File: config.mk
export PLATFORM = sky130hd
export DESIGN_NAME = pll_reset_sequencer_flat
export DESIGN_NICKNAME = d
export VERILOG_FILES = /design/src/rtl/pll_reset_sequencer_pkg.sv /design/src/rtl/pll_reset_sequencer_if.sv /design/src/rtl/pll_reset_sequencer_sync_ff.sv /design/src/rtl/pll_reset_sequencer.sv /design/src/flat_wrapper.sv
export SDC_FILE = /design/constraint.sdc
export NUM_CORES = 1
export LEC_CHECK = 0
export CAP_MARGIN = 10
export CELL_PAD_IN_SITES_DETAIL_PLACEMENT = 0
export CELL_PAD_IN_SITES_GLOBAL_PLACEMENT = 2
export CORE_AREA = 8 8 71 67
export DETAILED_ROUTE_END_ITERATION = 10
export DIE_AREA = 0 0 79 75
export PLACE_DENSITY = 0.72
export SLEW_MARGIN = 20
export SYNTH_ARGS = -nofsm -noshare
export SYNTH_HDL_FRONTEND = slang
export SYNTH_SLANG_ARGS = --single-unit
File: constraint.sdc
create_clock -name i_clock_in -period 2.7 [get_ports i_clock_in]
set_input_delay 0.27 -clock i_clock_in [delete_from_list [all_inputs] [get_ports i_clock_in]]
set_output_delay 0.27 -clock i_clock_in [all_outputs]
set_load 0.01 [all_outputs]
File: src/rtl/pll_reset_sequencer_pkg.sv
// Shared types and constants for the PLL reset sequencer.
// Optional feature macro: LOCK_LOSS_COUNT_EN (lock-loss counter width lives here).
package pll_seq_pkg;

  typedef enum logic [1:0] {
    WAIT_LOCK = 2'd0,
    STABILIZE = 2'd1,
    RUN       = 2'd2,
    HOLD      = 2'd3
  } seq_state_t;

  localparam int LOSS_CNT_W = 8;

  function automatic int unsigned max3(input int unsigned a, input int unsigned b,
                                       input int unsigned c);
    int unsigned m;
    m = (a > b) ? a : b;
    return (m > c) ? m : c;
  endfunction

endpackage

File: src/rtl/pll_reset_sequencer_if.sv
// Lock/reset signal bundle between the PLL side and the reset sequencer.
// Optional feature macro: LOCK_LOSS_COUNT_EN adds the lock_loss_count signal.
interface pll_reset_sequencer_if;
  import pll_seq_pkg::*;

  logic       locked;
  logic       clear_sticky;
  logic       sys_reset_n;
  logic       lock_lost_sticky;
  logic       timeout;
  logic [1:0] state;
`ifdef LOCK_LOSS_COUNT_EN
  logic [LOSS_CNT_W-1:0] lock_loss_count;

  modport master (
    output locked, clear_sticky,
    input  sys_reset_n, lock_lost_sticky, timeout, state, lock_loss_count
  );
  modport slave (
    input  locked, clear_sticky,
    output sys_reset_n, lock_lost_sticky, timeout, state, lock_loss_count
  );
`else
  modport master (
    output locked, clear_sticky,
    input  sys_reset_n, lock_lost_sticky, timeout, state
  );
  modport slave (
    input  locked, clear_sticky,
    output sys_reset_n, lock_lost_sticky, timeout, state
  );
`endif

endinterface

File: src/rtl/pll_reset_sequencer_sync_ff.sv
// N-flop synchronizer for a single asynchronous level, reset to 0.
module sync_ff #(
  parameter int unsigned STAGES = 2
) (
  input  logic i_clk,
  input  logic i_rst_n,
  input  logic i_d,
  output logic o_q
);

  logic [STAGES-1:0] r_sync;

  always_ff @(posedge i_clk or negedge i_rst_n) begin
    if (!i_rst_n) begin
      r_sync <= '0;
    end else begin
      r_sync <= {r_sync[STAGES-2:0], i_d};
    end
  end

  assign o_q = r_sync[STAGES-1];

endmodule

File: src/rtl/pll_reset_sequencer.sv
// Qualifies PLL lock and releases system reset only after lock has been stable.
// Optional feature macro: LOCK_LOSS_COUNT_EN enables the saturating lock-loss counter.
//
//   state     | meaning
//   WAIT_LOCK | waiting for synchronized lock; counts toward timeout
//   STABILIZE | lock seen, must stay high STABLE_CYCLES before release
//   RUN       | system reset released
//   HOLD      | lock lost, reset held for HOLD_CYCLES
module pll_reset_sequencer
  import pll_seq_pkg::*;
#(
  parameter int unsigned SYNC_STAGES    = 2,
  parameter int unsigned STABLE_CYCLES  = 1200,
  parameter int unsigned HOLD_CYCLES    = 16,
  parameter int unsigned TIMEOUT_CYCLES = 120000
) (
  input  logic                 i_clock_in,
  input  logic                 i_reset_n,
  pll_reset_sequencer_if.slave bus
);

  localparam int unsigned CNT_MAX = max3(STABLE_CYCLES, HOLD_CYCLES, TIMEOUT_CYCLES);
  localparam int          CNT_W   = $clog2(CNT_MAX + 1);
  localparam bit          TO_EN   = (TIMEOUT_CYCLES != 0);

  localparam logic [CNT_W-1:0] STABLE_LAST = CNT_W'(STABLE_CYCLES - 1);
  localparam logic [CNT_W-1:0] HOLD_LAST   = CNT_W'(HOLD_CYCLES - 1);
  localparam logic [CNT_W-1:0] TO_LAST     = CNT_W'(TO_EN ? TIMEOUT_CYCLES - 1 : 0);

  seq_state_t       r_state;
  seq_state_t       w_state_nxt;
  logic [CNT_W-1:0] r_cnt;
  logic [CNT_W-1:0] w_cnt_nxt;
  logic             w_lock_s;
  logic             w_loss;
  logic             w_set_timeout;
  logic             w_enter_run;
  logic             r_sys_reset_n;
  logic             r_sticky;
  logic             r_timeout;

  sync_ff #(.STAGES(SYNC_STAGES)) u_lock_sync (
    .i_clk   (i_clock_in),
    .i_rst_n (i_reset_n),
    .i_d     (bus.locked),
    .o_q     (w_lock_s)
  );

  always_comb begin
    w_state_nxt   = r_state;
    w_loss        = 1'b0;
    w_set_timeout = 1'b0;
    case (r_state)
      WAIT_LOCK: begin
        if (w_lock_s) begin
          w_state_nxt = STABILIZE;
        end else if (TO_EN && (r_cnt == TO_LAST)) begin
          w_set_timeout = 1'b1;
        end
      end
      STABILIZE: begin
        if (!w_lock_s) begin
          w_state_nxt = WAIT_LOCK;
        end else if (r_cnt == STABLE_LAST) begin
          w_state_nxt = RUN;
        end
      end
      RUN: begin
        if (!w_lock_s) begin
          w_state_nxt = HOLD;
          w_loss      = 1'b1;
        end
      end
      HOLD: begin
        if (r_cnt == HOLD_LAST) begin
          w_state_nxt = WAIT_LOCK;
        end
      end
      default: w_state_nxt = WAIT_LOCK;
    endcase

    w_enter_run = (w_state_nxt == RUN) && (r_state != RUN);

    // One shared counter: restarts on every state change, idles at 0 in RUN
    if ((w_state_nxt != r_state) || (r_state == RUN)) begin
      w_cnt_nxt = '0;
    end else if (r_cnt != '1) begin
      w_cnt_nxt = r_cnt + 1'b1;
    end else begin
      w_cnt_nxt = r_cnt;
    end
  end

  always_ff @(posedge i_clock_in or negedge i_reset_n) begin
    if (!i_reset_n) begin
      r_state       <= WAIT_LOCK;
      r_cnt         <= '0;
      r_sys_reset_n <= 1'b0;
      r_sticky      <= 1'b0;
      r_timeout     <= 1'b0;
    end else begin
      r_state       <= w_state_nxt;
      r_cnt         <= w_cnt_nxt;
      r_sys_reset_n <= (w_state_nxt == RUN);
      if (w_loss) begin
        r_sticky <= 1'b1;
      end else if (bus.clear_sticky) begin
        r_sticky <= 1'b0;
      end
      if (w_enter_run) begin
        r_timeout <= 1'b0;
      end else if (w_set_timeout) begin
        r_timeout <= 1'b1;
      end
    end
  end

`ifdef LOCK_LOSS_COUNT_EN
  logic [LOSS_CNT_W-1:0] r_loss_cnt;

  always_ff @(posedge i_clock_in or negedge i_reset_n) begin
    if (!i_reset_n) begin
      r_loss_cnt <= '0;
    end else if (w_loss && (r_loss_cnt != '1)) begin
      r_loss_cnt <= r_loss_cnt + 1'b1;
    end
  end

  assign bus.lock_loss_count = r_loss_cnt;
`endif

  assign bus.sys_reset_n      = r_sys_reset_n;
  assign bus.lock_lost_sticky = r_sticky;
  assign bus.timeout          = r_timeout;
  assign bus.state            = r_state;

endmodule

File: src/flat_wrapper.sv
// flat-port wrapper written by rule: the top's interface ports become plain ports
module pll_reset_sequencer_flat import pll_seq_pkg::*;
#(
  parameter int unsigned SYNC_STAGES    = 2,
  parameter int unsigned STABLE_CYCLES  = 1200,
  parameter int unsigned HOLD_CYCLES    = 16,
  parameter int unsigned TIMEOUT_CYCLES = 120000
)
  (i_clock_in, i_reset_n, bus_locked, bus_clear_sticky, bus_sys_reset_n, bus_lock_lost_sticky, bus_timeout, bus_state);
  pll_reset_sequencer_if bus_i ();
  input  logic i_clock_in;
  input  logic i_reset_n;
  input wire logic [$bits(bus_i.locked)-1:0] bus_locked;
  input wire logic [$bits(bus_i.clear_sticky)-1:0] bus_clear_sticky;
  output wire logic [$bits(bus_i.sys_reset_n)-1:0] bus_sys_reset_n;
  output wire logic [$bits(bus_i.lock_lost_sticky)-1:0] bus_lock_lost_sticky;
  output wire logic [$bits(bus_i.timeout)-1:0] bus_timeout;
  output wire logic [$bits(bus_i.state)-1:0] bus_state;
  assign bus_i.locked = bus_locked;
  assign bus_i.clear_sticky = bus_clear_sticky;
  assign bus_sys_reset_n = bus_i.sys_reset_n;
  assign bus_lock_lost_sticky = bus_i.lock_lost_sticky;
  assign bus_timeout = bus_i.timeout;
  assign bus_state = bus_i.state;
  pll_reset_sequencer #(.SYNC_STAGES(SYNC_STAGES), .STABLE_CYCLES(STABLE_CYCLES), .HOLD_CYCLES(HOLD_CYCLES), .TIMEOUT_CYCLES(TIMEOUT_CYCLES)) u_core (.i_clock_in(i_clock_in), .i_reset_n(i_reset_n), .bus(bus_i));
endmodule
# After elaboration in Yosys (flattened, before gate mapping)
# Index checks and enable logic that the tools add are counted.
totals:
  reg_bits: 24
  inputBits: 4
  out_inout_bits: 5
  elab_cells: 40
op_classes:
  addsub: 1
  n_eq_ne: 10
  n_mux: 17
  reduce_logical: 6
ops:
  columns: ["op", "n"]
  rows:
  - ["17-bit two-way mux", 2]
  - ["17-bit by 1-bit adder with 17-bit output (second input constant)", 1]
  - ["17-bit by 11-bit equality test with 1-bit output (second input constant)", 1]
  - ["17-bit equality test (second input constant)", 1]
  - ["17-bit by 4-bit equality test with 1-bit output (second input constant)", 1]
  - ["17-bit inequality test (second input constant)", 1]
  - ["2-bit two-way mux", 5]
  - ["1-bit two-way mux", 9]
  - ["2-bit one-hot mux with 4 select lines", 1]
  - ["2-bit equality test (second input constant)", 3]
  - ["2-bit nonzero test", 3]
  - ["2-bit by 1-bit equality test with 1-bit output (second input constant)", 1]
  - ["2-bit zero test", 1]
  - ["2-bit inequality test", 1]
  - ["2-bit inequality test (second input constant)", 1]
  - ["1-bit logical AND", 1]
  - ["1-bit logical OR", 1]

# Longest topological paths before layout
# Gate-level depths: netlist of the first run.
depth:
  depth_word: 7
  depth_mapped: 11

# Modules after synthesis
# Synthesis of the first run repeated with hierarchy kept, for this count alone.
hier_totals:
  hier_cells: 126
  hier_area_um2: 1356.3
modules_own_cells:
  columns: ["module", "n_inst", "cells_per_inst", "area_per_inst_um2", "seq_area_each_um2"]
  rows:
  - ["pll_reset_sequencer", 1, 124, 1306.3, 550.5]
  - ["sync_ff", 1, 2, 50.0, 50.0]

# Worst setup path before layout of the first run
# OpenSTA, ideal clock, no wires.
synth_path:
  kind: "register to register"
  from: "register u_core.r_cnt[0]"
  to: "register u_core.r_cnt[13]"
  setup_ps: 87
  t_arrival_ps: 2387
  path_slack_ps: 225
  path_stages_with_launch: 12
  period_less_slack_ps: 2475
  cell_sequence: "dfrtp_1 ha_1 nand3_1 nor3_1 and4_1 ha_1 clkbuf_1 and4b_1 clkbuf_1 nand3_1 or4_1 a22oi_1"
synth_between:
  elab_chain_cells: 7
synth_lines:
  columns: ["element", "line", "rtl"]
  rows:
  - ["start: declaration", "pll_reset_sequencer.sv:32", "logic [CNT_W-1:0] r_cnt;"]
  - ["start signal: assignment", "pll_reset_sequencer.sv:103", "r_cnt <= w_cnt_nxt;"]
  - ["17-bit by 11-bit equality test with 1-bit output", "pll_reset_sequencer.sv:64", "end else if (r_cnt == STABLE_LAST) begin"]
  - ["2-bit two-way mux", "pll_reset_sequencer.sv:64", null]
  - ["2-bit two-way mux", "pll_reset_sequencer.sv:62", "if (!w_lock_s) begin"]
  - ["2-bit one-hot mux with 4 select lines", "pll_reset_sequencer.sv:53", "case (r_state)"]
  - ["2-bit inequality test", "pll_reset_sequencer.sv:85", "if ((w_state_nxt != r_state) || (r_state == RUN)) begin"]
  - ["1-bit logical OR", "pll_reset_sequencer.sv:85", null]
  - ["17-bit two-way mux / 2-bit nonzero test (equally long branches)", null, null]
# Several ways; a longest one is shown, not always the timed one. The select of a mux whose other input is x is not followed.
# A chain may end at the register's enable or synchronous reset.

# Worst setup path after layout of the first run
# Same ends and word-level chain as after synthesis.

==> qor.csv, run 1 <==
metric;value;unit
status;completed;
end of the worst hold path;u_core.u_lock_sync.r_sync[1];
hold_sp;u_core.u_lock_sync.r_sync[0];
Die W;79;um
Post-CTS Repair Setup Buffers;0;
grt peak-use layer;met2;
standard-cell rows;21;
1st-iter DRT viols;48;
via count;993;
EDFF count, synth;0;
Synthesis Warnings;0;
# resized after CTS;0;
vias in the first global route;1039;
r2r setup slk;210;ps
CP endpoint kind;flip-flop;
worst reg2reg endpoint;u_core.r_cnt[13];
relative slew slack;0.800;
Static Leak;0.617;nW
unrepaired setup endpoints after global routing;no;
number of cells on the worst reg-to-reg path;9;
Crit Path Class;flip-flop to flip-flop;
GRT met1 Usage;0.123;
max frequency;0.402;GHz
count of final hold-check violations;0;
M3 GR Usage;0.0191;
# IOs;9;
clk buf depth;2;
setup violators final;0;
Cell Area, Synth;1260;um^2
Worst VDD drop;0.315;mV
Critical Path Fanout Max;5;
Final min period;2490;ps
largest net degree at the start of global routing;25;
post-synthesis cell count;125;
# H-tree levels;1;
Die Y;75;um
Die Area;5930;um^2
clock latency on the worst-skew pair;260;ps
syn_area_per_cell;10.1;um^2
Clock power frac;0.325;
Async SR Flop Fraction;1.00;
commonest register cell after synthesis;dfrtp_1;
fraction of layout cells with a size suffix above 1;0.118;
actual slew at the worst max-slew pin;300;ps
max_cap viols;0;
worst path arrival time;2660;ps
Routed WL per cell;15.2;um
TNS Setup;0;ps
clock-pin slew on the worst setup and hold paths;80;ps
initial antenna violation count;0;
grt total ovfl;0;
filler cell count;369;
Layout Nets;144;
Num Clock Sinks;24;
Sw Pwr;0.137;mW
CTS tree;done;
global-route wire length before repair;4950;um
Seq. cell area;601;um^2
Hold Path Class;flip-flop to flip-flop;
IO buf count;8;
Antenna Cells;0;
DR pass1 iterations;4;
Hold Buf Count CTS;0;
area delta synth->final;16.6;%
Netlist cell types;39;
dpl hpwl;2090;um
r2r startpoint;u_core.r_cnt[0];
CP required;2870;ps
Seq/Total Area, Yosys;0.475;
CTS Buf Count;3;
Net Sw Frac;0.220;
Core Footprint;3570;um^2
final max-slew violation count;0;
drt via density;5.46;
Worst Hold Depth;0;
Clock Root Buffer;clkbuf_8;
internal power;0.487;mW
starting density of the core;0.354;
crit start category;flip-flop;
PD cells;423;nW/um^2
routability cong.;0.788;
Clock Skews;3.82;ps
Comb power frac;0.075;
DRT Wirelength;2770;um
Final period util;0.921;
post-synthesis net count;131;
DRC viols;0;
Yosys reg bits;24;
ANT nets after route;0;
GR Util All Layers;0.104;
Seq pwr share;0.600;
worst hold margin;351;ps
area occupied by multi-input gates;617;um^2
met2 Use GR;0.185;
## synthesized netlist by cell type, types with 3 or more instances
| cell type | n | area [um^2] |
|---|---|---|
| nand3_1 | 10 | 50.1 |
| a21oi_1 | 14 | 70.1 |
| nand4_1 | 5 | 31.3 |
| clkbuf_1 | 7 | 26.3 |
| or4_1 | 4 | 30.0 |
| and2_1 | 3 | 18.8 |
| xor2_1 | 8 | 70.1 |
| nor3_1 | 3 | 15.0 |
| nand2_1 | 5 | 18.8 |
| dfrtp_1 | 24 | 601 |
| xnor2_1 | 4 | 35.0 |
| and4_1 | 4 | 35.0 |
## power by group through the flow
stage / Combinational (mW) / Clock, mW / Sequential, mW
after global placement: 0.0475 / 0 / 0.382
after detailed placement: 0.0476 / 0 / 0.382
after CTS: 0.0479 / 0.215 / 0.375
final: 0.0466 / 0.203 / 0.375
after floorplan: 0.0228 / 0 / 0.381
after global routing: 0.0523 / 0.230 / 0.376
## cell families (layout without fill, tap and decap cells)
| group | Yosys count | after routing | share of synthesized area |
|---|---|---|---|
| fa+ha+maj | 2 | 2 | 0.0198 |
| compound gates | 26 | 26 | 0.134 |
| xor+xnor | 12 | 12 | 0.0831 |
| mux | 2 | 2 | 0.0158 |
| buf+inv | 11 | 22 | 0.0376 |
| simple gates | 48 | 48 | 0.235 |
| flops | 24 | 24 | 0.475 |
## critical path, stage by stage, from the launching register on
cell and delay (ps):
dfrtp_1 420, ha_1 240, nand3_1 110, nor3_1 70, and4_1 200, ha_1 190, and4b_1 360, nand3_1 200
or4_1 440, a22oi_1 180
## worst max path at each step
stage | start | to
6_report | u_core.r_cnt[0] | u_core.r_cnt[13]
5_1_grt | u_core.r_cnt[0] | u_core.r_cnt[13]
2_1_floorplan | u_core.r_cnt[0] | u_core.r_cnt[13]
3_5_place_dp | u_core.r_cnt[0] | u_core.r_cnt[13]
3_3_place_gp | u_core.r_cnt[0] | u_core.r_cnt[15]
4_1_cts | u_core.r_cnt[0] | u_core.r_cnt[13]
## cell usage in the layout, fill, tap and decap left out, types with 4 or more instances in the layout
cell,n
nand3_1,10
nand4_1,5
buf_4,10
clkdlybuf4s50_1,8
and4_1,4
dfrtp_1,24
nand2_1,5
xor2_1,8
xnor2_1,4
a21oi_1,14
or4_1,4
## through the flow
stage	instance area, um^2	power (mW)	utilization	std cells	setup slack, ps
2_1_floorplan	1260	0.403	-	125	225
3_3_place_gp	1430	0.429	0.401	179	339
3_5_place_dp	1430	0.429	0.401	179	254
4_1_cts	1480	0.637	0.413	182	222
5_1_grt	1480	0.659	0.413	182	32.2
6_report	1480	0.625	0.413	182	214
## metal layers
layer  part of all wire  vias up  routed length (um)
li1                   -      484                   -
met1               0.49      495                1340
met2               0.48       10                1330
met3              0.023        4                  63
met4              0.010        0                  28
met5                  0        -                   0
## state kept, by name, summed over array words and instances, names as in the netlist
name	flops
u_core.r_cnt	17
u_core.u_lock_sync.r_sync	2
u_core.bus.timeout	1
u_core.bus.lock_lost_sticky	1
u_core.bus.sys_reset_n	1
u_core.bus.state	2
## layout make-up
type | count | area share
Multi-Input combinational cell | 90 | 0.418
Sequential cell | 24 | 0.407
Timing Repair Buffer | 18 | 0.105
Tap cell | 46 | 0.0390
Clock buffer | 3 | 0.0280
Inverter | 1 | 0.00254
No activity file was read; power rests on OpenSTA's default activity.
==> inputs of run 2 (changes only) <==
Settings changed: ABC_AREA set to 1, CORE_AREA 8 8 71 67 to 8 8 74 70, DIE_AREA 0 0 79 75 to 0 0 82 78, HOLD_SLACK_MARGIN set to 0.1.
==> run 2 against run 1 <==
  * Critical endpoint is now u_core.r_cnt[14]
  * Highest routed layer unchanged
  * First-iteration DRC count is 58% lower
  * Utilization is 3.3 points lower
  * Final cell count is 17% higher
  * Combinational power grew to 5.5 times the previous value
  * Register-to-register slack better by 370 ps
  * Critical path type unchanged
  * Critical path depth is 2 higher
  * Sequential cell count stayed put
  * Sequential power is 12% higher
  * Power is 41% higher
==> qor.csv, run 2 <==
metric;value;unit;change
status;completed;;unchanged
max frequency;0.472;GHz;was 0.402 GHz
Worst Hold Depth;0;;unchanged
Die Area;6400;um^2;was 5930 um^2
Synth area leader;dfrtp_1;;unchanged
post-synthesis cell count;155;;was 125
CP required;2860;ps;was 2870 ps
unrepaired setup endpoints after global routing;no;;unchanged
hold_sp;u_core.u_lock_sync.r_sync[0];;unchanged
end of the worst hold path;u_core.u_lock_sync.r_sync[1];;unchanged
Synthesis Warnings;0;;unchanged
Netlist cell types;22;;was 39
Die W;82;um;was 79 um
clock-pin slew on the worst setup and hold paths;90;ps;was 80 ps
final worst setup slack;579;ps;was 214 ps
count leader, synth;nand2_1;;was dfrtp_1
setup slack after placement;537;ps;was 254 ps
Layout Nets;173;;was 144
Routed WL per cell;12.7;um;was 15.2 um
PD cells;595;nW/um^2;was 423 nW/um^2
starting density of the core;0.335;;was 0.354
Static Leak;0.680;nW;was 0.617 nW
syn_area_per_cell;8.45;um^2;was 10.1 um^2
Final min period;2120;ps;was 2490 ps
Layout Cells excl Fill;213;;was 182
# resized after CTS;0;;unchanged
final instance area;1480;um^2;about the same
Yosys reg bits;24;;unchanged
1st-iter DRT viols;20;;was 48
TNS Setup;0;ps;unchanged
EDFF count, synth;0;;unchanged
Clock Root Buffer;clkbuf_8;;unchanged
clk buf depth;2;;unchanged
GR Util All Layers;0.0921;;was 0.104
ANT nets after route;0;;unchanged
Final period util;0.785;;was 0.921
dpl hpwl;2050;um;was 2090 um
vias in the first global route;1004;;was 1039
filler cell count;412;;was 369
area occupied by multi-input gates;619;um^2;was 617 um^2
Total Power;0.884;mW;was 0.625 mW
initial antenna violation count;0;;unchanged
# IOs;9;;unchanged
Cell Area, Synth;1310;um^2;was 1260 um^2
final max-slew violation count;0;;unchanged
setup violators final;0;;unchanged
r2r startpoint;u_core.r_cnt[0];;unchanged
area delta synth->final;13.3;%;was 16.6%
# H-tree levels;1;;unchanged
Critical Path Fanout Max;8;;was 5
Clock Skews;9.61;ps;was 3.82 ps
IO buf count;8;;unchanged
count of final hold-check violations;0;;unchanged
Antenna Cells;0;;unchanged
most common cell after layout, fill and taps aside;nand2_1;;was dfrtp_1
CP endpoint kind;flip-flop;;unchanged
DRC viols;0;;unchanged
actual slew at the worst max-slew pin;321;ps;was 300 ps
most frequent cells in the layout;nand2_1, dfrtp_1, nor2_1;;was dfrtp_1, a21oi_1, nand3_1, buf_4
fraction of layout cells with a size suffix above 1;0.152;;was 0.118
Hold Buf Count CTS;0;;unchanged
worst hold margin;353;ps;was 351 ps
Core Util, Final;0.380;;was 0.413
Crit Path Class;flip-flop to flip-flop;;unchanged
Post-CTS Repair Setup Buffers;0;;unchanged
CTS tree;done;;unchanged
CTS Buf Count;3;;unchanged
worst reg2reg endpoint;u_core.r_cnt[14];;was u_core.r_cnt[13]
Seq/Total Area, Yosys;0.458;;was 0.475
standard-cell rows;22;;was 21
max reg flops;17;;unchanged
largest net degree at the start of global routing;25;;unchanged
Hold Path Class;flip-flop to flip-flop;;unchanged
relative slew slack;0.786;;was 0.800
max_cap viols;0;;unchanged
global-route wire length before repair;4620;um;was 4950 um
Core Footprint;3910;um^2;was 3570 um^2
worst path arrival time;2280;ps;was 2660 ps
commonest register cell after synthesis;dfrtp_1;;unchanged
Die Y;78;um;was 75 um
dpl cell area;1440;um^2;was 1430 um^2
DR pass1 iterations;4;;unchanged
drt via density;4.53;;was 5.46
Async SR Flop Fraction;1.00;;unchanged
r2r setup slk;580;ps;was 210 ps
DRT Wirelength;2700;um;was 2770 um
number of cells on the worst reg-to-reg path;11;;was 9
largest reg by FF count;u_core.r_cnt;;unchanged
dpl cells;210;;was 179
via count;964;;was 993
Area contributors post-synth;dfrtp_1, xor2_1, nand2_1;;was dfrtp_1, a21oi_1, xor2_1
Worst VDD drop;0.288;mV;was 0.315 mV
routability cong.;0.782;;was 0.788
most frequent cells after synthesis;nand2_1, dfrtp_1, nor2_1;;was dfrtp_1, a21oi_1, nand3_1
grt total ovfl;0;;unchanged
Seq. cell area;601;um^2;unchanged
Num Clock Sinks;24;;unchanged
crit start category;flip-flop;;unchanged
clock latency on the worst-skew pair;270;ps;was 260 ps
Synth top area share;0.458;;was 0.475
post-synthesis net count;161;;was 131
==> run 2: cell count changes after synthesis, sizes merged, moves of 3 or more <==
cell,change
a21oi,-14
nor2,+35
nand2,+21
nor3,+3
clkbuf,-7
inv,+19
xor2,+5
and4,-4
or4,-4
==> run 2: how the worst max path moves through the flow <==
stage	startpoint	end	slack, ps
after floorplan	u_core.r_cnt[0]	u_core.r_cnt[14]	720
after global placement	u_core.r_cnt[0]	u_core.r_cnt[14]	600
after detailed placement	u_core.r_cnt[0]	u_core.r_cnt[14]	540
after CTS	u_core.r_cnt[0]	u_core.r_cnt[14]	540
after global routing	u_core.r_cnt[0]	u_core.r_cnt[14]	390
final	u_core.r_cnt[0]	u_core.r_cnt[14]	580
==> run 2: cells by family after synthesis <==
family	share of synthesized area
buf+inv	0.0688
flops	0.458
compound gates	0.0210
simple gates	0.325
mux	0.00764
xor+xnor	0.100
fa+ha+maj	0.0191
==> run 2: per-layer routing <==
metal	vias up	routed length (um)	track usage
met5	-	0	0
met1	448	1280	0.111
met4	0	19	0.0158
met2	11	1280	0.155
li1	503	-	-
met3	2	125	0.0323
==> run 2: critical path, cell delays in order, from the launching register on <==
cell      delay, ps
dfrtp_1         410
ha_1            230
nand2_1          70
nand3b_1        160
nor2_1           70
ha_1            290
nor2_2          220
nand2_1         130
nor2_2          140
nand2_1          80
xor2_1          170
nor2_2           50
==> run 2: cell type report <==
| class | count | area share |
|---|---|---|
| clock buffers | 3 | 0.0278 |
| flip-flops and latches | 24 | 0.405 |
| inverters | 20 | 0.0506 |
| well taps | 48 | 0.0405 |
| multi-input cells | 109 | 0.417 |
| repair buffers | 9 | 0.0590 |
==> run 2: power breakdown <==
| part | total, mW | internal [mW] | switching (mW) | leakage, nW |
|---|---|---|---|---|
| Sequential | 0.421 | 0.390 | 0.0301 | 0.325 |
| Clock | 0.209 | 0.0997 | 0.109 | 0.0216 |
| Combinational | 0.255 | 0.0864 | 0.168 | 0.333 |
==> inputs of run 3 (changes only) <==
Clock period 2.7 ns to 2.1 ns, I/O delays scaled along.
==> run 3 against run 2 <==
  * First-iteration DRC count rose by 65%
  * Maximum frequency is 11% higher
  * Largest power group unchanged
  * Combinational power rose by 29%
  * Critical path type unchanged
==> qor.csv, run 3 (synthesized netlist as in run 2, its figures left out) <==
metric;value;unit;change
status;completed;;unchanged
Critical Path Fanout Max;5;;was 8
Net Sw Frac;0.346;;was 0.348
Cell Chain, Critical Path;ha_1 -> nand2_1 -> nand3b_1 -> nor2_1 -> ha_2 -> nor2_2 -> nand2_1 -> nor2_2 -> nand2_1 -> xor2_1 -> nor2_2;;was ha_1 -> nand2_1 -> nand3b_1 -> nor2_1 -> ha_1 -> nor2_2 -> nand2_1 -> nor2_2 -> nand2_1 -> xor2_1 -> nor2_2
setup violators final;0;;unchanged
relative slew slack;0.788;;was 0.786
Die W;82;um;unchanged
most common cell after layout, fill and taps aside;nand2_1;;unchanged
slowest stage delay, CP;420;ps;was 410 ps
Final min period;1910;ps;was 2120 ps
# IOs;9;;unchanged
slowest stage cell, crit path;dfrtp_1;;unchanged
ANT nets after route;0;;unchanged
Die Y;78;um;unchanged
vias in the first global route;1073;;was 1004
Num Clock Sinks;24;;unchanged
grt total ovfl;0;;unchanged
largest net degree at the start of global routing;25;;unchanged
drt via density;4.77;;was 4.53
dpl cell area;1470;um^2;was 1440 um^2
Clock power frac;0.271;;was 0.236
r2r startpoint;u_core.r_cnt[0];;unchanged
final max-slew violation count;0;;unchanged
Seq pwr share;0.453;;was 0.476
DRT Wirelength;2810;um;was 2700 um
CP required;2260;ps;was 2860 ps
Clock Root Buffer;clkbuf_8;;unchanged
max frequency;0.525;GHz;was 0.472 GHz
final worst setup slack;193;ps;was 579 ps
Die Area;6400;um^2;unchanged
max reg flops;17;;unchanged
number of cells on the worst reg-to-reg path;11;;unchanged
via count;1040;;was 964
Clock Skews;6.43;ps;was 9.61 ps
PD cells;779;nW/um^2;was 595 nW/um^2
Sw Pwr;0.413;mW;was 0.307 mW
DR pass1 iterations;4;;unchanged
final instance area;1530;um^2;was 1480 um^2
r2r setup slk;190;ps;was 580 ps
most frequent cells in the layout;nand2_1, dfrtp_1, nor2_1;;unchanged
GR Util All Layers;0.0985;;was 0.0921
dpl cells;213;;was 210
max_cap viols;0;;unchanged
largest reg by FF count;u_core.r_cnt;;unchanged
actual slew at the worst max-slew pin;315;ps;was 321 ps
Antenna Cells;0;;unchanged
clk buf depth;2;;unchanged
worst path arrival time;2070;ps;was 2280 ps
Routed WL per cell;12.9;um;was 12.7 um
worst hold margin;298;ps;was 353 ps
initial antenna violation count;0;;unchanged
CP endpoint kind;flip-flop;;unchanged
worst reg2reg endpoint;u_core.r_cnt[14];;unchanged
Core Footprint;3910;um^2;unchanged
IO buf count;8;;unchanged
Layout Cells excl Fill;218;;was 213
setup slack after placement;89.5;ps;was 537 ps
starting density of the core;0.335;;unchanged
Worst VDD drop;0.404;mV;was 0.288 mV
TNS Setup;0;ps;unchanged
Seq. cell area;601;um^2;unchanged
internal power;0.781;mW;was 0.576 mW
dpl hpwl;2130;um;was 2050 um
Final period util;0.908;;was 0.785
DRC viols;0;;unchanged
CTS tree;done;;unchanged
standard-cell rows;22;;unchanged
clock-pin slew on the worst setup and hold paths;90;ps;about the same
Layout Nets;177;;was 173
Core Util, Final;0.392;;was 0.380
Static Leak;0.704;nW;was 0.680 nW
filler cell count;409;;was 412
CTS Buf Count;3;;unchanged
area occupied by multi-input gates;624;um^2;was 619 um^2
crit start category;flip-flop;;unchanged
Crit Path Class;flip-flop to flip-flop;;unchanged
routability cong.;0.743;;was 0.782
1st-iter DRT viols;33;;was 20
clock latency on the worst-skew pair;270;ps;about the same
Hold Path Class;input port to async pin;;was flip-flop to flip-flop
Comb power frac;0.276;;was 0.288
fraction of layout cells with a size suffix above 1;0.188;;was 0.152
area delta synth->final;17.0;%;was 13.3%
count of final hold-check violations;0;;unchanged
# H-tree levels;1;;unchanged
global-route wire length before repair;5020;um;was 4620 um
Total Power;1.19;mW;was 0.884 mW
run 3: worst max path at each step:
| stage | from | endpoint | slack, ps | cells past startpoint |
|---|---|---|---|---|
| 4_1_cts | u_core.r_cnt[0] | u_core.r_cnt[14] | 70 | 11 |
| 3_3_place_gp | u_core.r_cnt[0] | u_core.r_cnt[14] | 140 | 11 |
| 3_5_place_dp | u_core.r_cnt[0] | u_core.r_cnt[14] | 90 | 11 |
| 5_1_grt | u_core.r_cnt[8] | u_core.r_cnt[14] | -0.7 | 11 |
| 6_report | u_core.r_cnt[0] | u_core.r_cnt[14] | 190 | 11 |
| 2_1_floorplan | u_core.r_cnt[0] | u_core.r_cnt[14] | 120 | 12 |
run 3: worst max-delay path: cells and delay by family (launching register included):
kind / cells / cell delay [ps]
XOR/XNOR: 1 / 160
adder cells (fa/ha/maj): 2 / 440
flip-flops: 1 / 420
AND/OR/NAND/NOR: 8 / 790
run 3: what timing repair did:
item                                    4_1_cts  5_1_grt
endpoints found under the setup margin        0        2
gates resized for setup                       0        2
hold buffers                                  0        0
setup buffers                                 0        1
hold endpoints to repair                      0        0
run 3: final cells by class:
cell class	instances	share of cell area
Timing Repair Buffer	13	0.0767
Clock buffer	4	0.0359
Inverter	20	0.0490
Tap cell	48	0.0392
Sequential cell	24	0.392
Multi-Input combinational cell	109	0.407
run 3: layer usage:
| layer | up-vias | track usage | routed length, um |
|---|---|---|---|
| met5 | - | 0 | 0 |
| met4 | 0 | 0.0316 | 35 |
| met3 | 4 | 0.0184 | 143 |
| met2 | 20 | 0.163 | 1340 |
| met1 | 506 | 0.124 | 1290 |
| li1 | 510 | - | - |
run 3: power by group through the flow:
stage	clock network (mW)	registers [mW]	logic [mW]
after CTS	0.336	0.541	0.342
final	0.324	0.541	0.329
after global routing	0.356	0.549	0.380
after floorplan	0	0.546	0.268
after global placement	0	0.547	0.335
after detailed placement	0	0.550	0.340
